[src/rtl/add32_seq.sv]
// Two-pass 32-bit adder sequencer around an external combinational HALF_W-bit adder.
// The low half is added first and its carry is chained into the high-half pass.
module add32_seq #(
    parameter int HALF_W = 16
) (
    input  logic                  clk,
    input  logic                  rst_n,
    input  logic                  in_valid,
    output logic                  in_ready,
    input  logic [2*HALF_W-1:0]   in_a,
    input  logic [2*HALF_W-1:0]   in_b,
    input  logic                  in_cin,
    output logic [HALF_W-1:0]     add_in0,
    output logic [HALF_W-1:0]     add_in1,
    output logic                  add_cin,
    input  logic [HALF_W-1:0]     add_out,
    input  logic                  add_cout,
    output logic                  out_valid,
    input  logic                  out_ready,
    output logic [2*HALF_W-1:0]   out_sum,
    output logic                  out_cout,
    output logic                  out_ovf
);

    localparam int W = 2 * HALF_W;

    typedef enum logic [1:0] {
        IDLE = 2'd0,
        LO   = 2'd1,
        HI   = 2'd2,
        DONE = 2'd3
    } state_t;

    state_t              state_r;
    state_t              state_nx_s;
    logic [W-1:0]        a_r;
    logic [W-1:0]        b_r;
    logic                cin_r;
    logic [HALF_W-1:0]   sum_lo_r;
    logic                carry_r;
    logic                accept_s;

    // Overflow only when both operands share a sign and the result sign differs;
    // the carry-in takes no part in the sign test.
    function automatic logic signed_ovf(input logic a_msb, input logic b_msb, input logic s_msb);
        return (a_msb == b_msb) && (s_msb != a_msb);
    endfunction

    assign accept_s = in_valid & in_ready;

    // Next-state, handshake readiness and adder operand steering.
    always_comb begin
        state_nx_s = state_r;
        in_ready   = 1'b0;
        add_in0    = '0;
        add_in1    = '0;
        add_cin    = 1'b0;
        case (state_r)
            IDLE: begin
                in_ready = 1'b1;
                if (in_valid) begin
                    state_nx_s = LO;
                end else begin
                    state_nx_s = IDLE;
                end
            end
            LO: begin
                add_in0    = a_r[HALF_W-1:0];
                add_in1    = b_r[HALF_W-1:0];
                add_cin    = cin_r;
                state_nx_s = HI;
            end
            HI: begin
                add_in0    = a_r[W-1:HALF_W];
                add_in1    = b_r[W-1:HALF_W];
                add_cin    = carry_r;
                state_nx_s = DONE;
            end
            DONE: begin
                if (out_ready) begin
                    in_ready = 1'b1;
                    if (in_valid) begin
                        state_nx_s = LO;
                    end else begin
                        state_nx_s = IDLE;
                    end
                end else begin
                    state_nx_s = DONE;
                end
            end
            default: begin
                state_nx_s = IDLE;
            end
        endcase
    end

    // State, operand latches, low-half capture and the registered result.
    always_ff @(posedge clk) begin
        if (!rst_n) begin
            state_r   <= IDLE;
            a_r       <= '0;
            b_r       <= '0;
            cin_r     <= 1'b0;
            sum_lo_r  <= '0;
            carry_r   <= 1'b0;
            out_valid <= 1'b0;
            out_sum   <= '0;
            out_cout  <= 1'b0;
            out_ovf   <= 1'b0;
        end else begin
            state_r <= state_nx_s;
            if (accept_s) begin
                a_r   <= in_a;
                b_r   <= in_b;
                cin_r <= in_cin;
            end
            if (state_r == LO) begin
                sum_lo_r <= add_out;
                carry_r  <= add_cout;
            end
            // Result registers change only on the high pass, so they hold through DONE.
            if (state_r == HI) begin
                out_sum   <= {add_out, sum_lo_r};
                out_cout  <= add_cout;
                out_ovf   <= signed_ovf(a_r[W-1], b_r[W-1], add_out[HALF_W-1]);
                out_valid <= 1'b1;
            end else if ((state_r == DONE) && out_ready) begin
                out_valid <= 1'b0;
            end
        end
    end

endmodule

[config.mk]
export PLATFORM = sky130hd
export DESIGN_NAME = add32_seq
export DESIGN_NICKNAME = d
export VERILOG_FILES = /design/src/rtl/add32_seq.sv
export SDC_FILE = /design/constraint.sdc
export NUM_CORES = 1
export LEC_CHECK = 0
export BUFFER_PORTS_ARGS = -buffer_cell sky130_fd_sc_hd__buf_4
export CAP_MARGIN = 20
export CORE_MARGIN = 2
export CORE_UTILIZATION = 47
export CTS_CLUSTER_SIZE = 24
export DETAILED_ROUTE_END_ITERATION = 16
export PLACE_DENSITY = 0.87
export SYNTH_ARGS = -nofsm -noshare
export SYNTH_HDL_FRONTEND = slang
export SYNTH_SLANG_ARGS = --single-unit
[constraint.sdc]
create_clock -name clk -period 1.6 [get_ports clk]
set_input_delay 0.08 -clock clk [delete_from_list [all_inputs] [get_ports clk]]
set_output_delay 0.08 -clock clk [all_outputs]
set_load 0.03 [all_outputs]
==> results by group <==
CTS
  • H-tree depth: 4
  • Total CTS buffers: 17
  • Bufs on Longest Clock Path: 2
  • Clock sinks: approximately 120
  • CTS tree: yes
  • Clock latency on the worst-skew pair: between 0.5 and 0.6 ns
  • Worst-path clk slew: approximately 0.060 ns
  • Root Driver: clkbuf_8

Power and ir drop
  • Pwr Density: 1120 nW/um2
  • Total power: 10.0 mW
  • Leak Pwr: ~3.6 nW
  • Worst IR drop on VDD: 1.03 mV

Synthesis
  • Synth Register Bits: roughly 120
  • Syn. warnings: 0
  • Post-Syn Instances: 550
  • Syn avg cell area: between 9 and 10 um2
  • Total nets after synthesis: ~640
  • Synthesized area: 5240 um2
  • Synth unique cells: 22
  • Seq/Total Area, Yosys: 0.455

Worst setup path
  • Crit end category: output port
  • CP Launch Type: register
  • Setup slack, reg-to-reg: -0.34 ns
  • WP data required: about 1.5 ns
  • Worst Path Class, Setup: reg2out
  • CP max FO: 8
  • Arr. time, crit path: 1.89 ns

Floorplanning
  • Core ar.: ~11000 um2
  • Initial Util: 0.483
  • Die Area: 12000 um2
  • Horiz. Die Dim: about 110 um
  • # rows: 38
  • Height of the die: 110 um
  • # IOs: about 160

Status
  • Run status: finished with violations
  • Violated checks: negative setup slack

Global route
  • Vias in the first global route: between 5000 and 6000
  • GRT Total Usage: 0.303
  • Wire length of the first global-routing pass: approximately 27000 um
  • GRT overflow: 0
  • Initial antenna violation count: 1
  • Largest net degree at the start of global routing: 66

STA
  • Min Tclk post-route: 1.97 ns
  • Period utilization: 1.23
  • Fin. Hold Viols: 0
  • Fmax achieved: 508 MHz
  • Worst slew margin: 0.756
  • Slew Limit Fails: 0
  • Final worst slack: -0.367 ns
  • Minimum hold slack: around 0.37 ns
  • RSZ-0062 raised after global routing: true
  • Worst-Margin Slew: approximately 0.37 ns
  • Worst clock skew: slightly above 0.009 ns
  • Final setup vio count: just under 100
  • Setup TNS Final: -27.33 ns

Final layout
  • Nets: ~900
  • Share of post-route cells with drive strength above 1: 0.374
  • Final instance area: 8980 um2
  • Area grow syn2layout: 71.5%
  • Fillers: 533

Routing
  • DRC viols: 0
  • DR iter-0 viols: a little over 300
  • Post-DR vias/cell: around 5.5
  • Routed WL per cell: between 20 and 25 um
  • Final ANT Viol Nets: 0
  • Vias: between 5000 and 6000
  • Final WL: about 20000 um
  • Pre-Repair DR Iteration Count: 5

Placed design
  • Post-DP HPWL: 8620 um
  • Post-Place Cell Area: roughly 6600 um2
  • GPL Wtd Cong: ~0.78
  • Port Buf Inserts: approximately 150

Job
  • Max_cap viols: 0

Worst hold path
  • Hold Crit Class: in2reg
## path summary, 6_finish.rpt
kind                            startpoint    endpoint  depth (start not counted)
worst min register to register     a_r[29]     a_r[29]                          2
worst max register to register  state_r[0]     b_r[22]                          7
worst min-delay path              in_b[12]     b_r[12]                          4
worst max-delay path            state_r[0]  add_in0[3]                          5
## area by class of cell
type	count	area [um2]	share of cell area
Multi-Input combinational cell	382	3000	0.334
Timing Repair Buffer	279	2870	0.320
Sequential cell	119	2390	0.266
Clock buffer	26	488	0.0543
Tap cell	140	175	0.0195
Inverter	5	23.8	0.00265
Clock inverter	4	20.0	0.00223
Antenna cell	3	7.51	0.000836
## logic make-up (layout without fill, tap and decap cells)
| group | count (synthesis) | after routing | share of synthesized area |
|---|---|---|---|
| and+or+nand+nor | 219 | 219 | 0.200 |
| adders and majority gates | 5 | 5 | 0.0119 |
| DFF | 119 | 119 | 0.455 |
| other | 0 | 3 | 0 |
| AOI/OAI and AO/OA | 43 | 43 | 0.0581 |
| buffers and inverters | 49 | 314 | 0.0547 |
| muxes | 115 | 115 | 0.220 |
## flip-flops by register name, indices dropped and copies added, names as in the netlist
| register | cells |
|---|---|
| out_ovf | 1 |
| sum_lo_r | 16 |
| a_r | 32 |
| b_r | 32 |
| out_valid | 1 |
| out_cout | 1 |
| state_r | 2 |
| cin_r | 1 |
| carry_r | 1 |
| out_sum | 32 |
## power by group
part | switching, mW | internal [mW] | total (mW)
sequential | 0.232 | 3.28 | 3.51
clock | 1.30 | 2.04 | 3.34
combinational | 1.47 | 1.70 | 3.18
total | 3.00 | 7.02 | 10.0
## timing repair
action	4_1_cts	5_1_grt
endpoints found under the hold margin	105	0
pin swaps	13	10
hold buffers	85	0
endpoints found under the setup margin	99	100
gates resized for setup	105	36
cloned	9	6
setup buffers	7	5
## per-layer routing
metal,global-route usage,vias up,part of all wire,routed length (um)
li1,-,2350,-,-
met1,0.305,2506,0.35,7100
met2,0.534,282,0.51,10400
met3,0.111,101,0.073,1490
met4,0.179,0,0.062,1250
met5,0,-,0,0
## cells in the mapped netlist
cell,n,area (um2)
nand2_1,131,492
dfxtp_1,119,2380
mux2i_1,115,1150
nor2b_1,84,526
a22oi_1,33,248
clkbuf_1,28,105
buf_2,8,40.0
buf_12,5,100
ha_1,5,62.6
inv_1,5,18.8
a21oi_1,4,20.0
o21ai_0,3,15.0
a21oi_2,1,8.76
a31oi_1,1,6.26
buf_1,1,3.75
buf_4,1,7.51
buf_6,1,11.3
nand3b_1,1,7.51
nor2_1,1,3.75
nor3b_2,1,12.5
o22ai_1,1,6.26
or3b_2,1,8.76
## worst max-delay path, stage by stage (launching register included)
cell	delay, ns
dfxtp_4	0.37
inv_4	0.05
ha_4	0.40
buf_16	0.15
nor2b_2	0.21
buf_6	0.17
## placed cells by master (no fill, tap or decap)
cell | netlist | routed
a22oi_2 | 0 | 33
nand2_1 | 131 | 131
nor3b_4 | 0 | 1
clkbuf_16 | 0 | 22
nor2b_4 | 0 | 8
inv_1 | 5 | 3
ha_4 | 0 | 4
mux2i_4 | 0 | 5
mux2i_2 | 0 | 4
ha_2 | 0 | 1
dfxtp_1 | 119 | 117
buf_6 | 1 | 39
mux2i_1 | 115 | 106
nor2b_2 | 0 | 23
bufbuf_16 | 0 | 1
a21oi_4 | 0 | 1
nand3b_1 | 1 | 1
a21oi_1 | 4 | 4
buf_4 | 1 | 129
clkinv_2 | 0 | 4
a31oi_1 | 1 | 1
o21ai_0 | 3 | 3
buf_12 | 5 | 12
dlygate4sd3_1 | 0 | 85
nor2b_1 | 84 | 53
clkbuf_1 | 28 | 5
nor2_4 | 0 | 1
buf_16 | 0 | 7
clkbuf_8 | 0 | 5
diode_2 | 0 | 3
or3b_2 | 1 | 1
dfxtp_4 | 0 | 2
o22ai_1 | 1 | 1
inv_4 | 0 | 2
## stage by stage
step / std cells / setup slack, ns / utilization
2_1_floorplan: 550 / 0.00760 / -
3_3_place_gp: 815 / 0.0222 / 0.606
3_5_place_dp: 815 / -0.101 / 0.606
4_1_cts: 946 / -0.307 / 0.799
5_1_grt: 956 / -0.426 / 0.828
6_report: 958 / -0.367 / 0.828
Power figures use the tool's default switching activity.
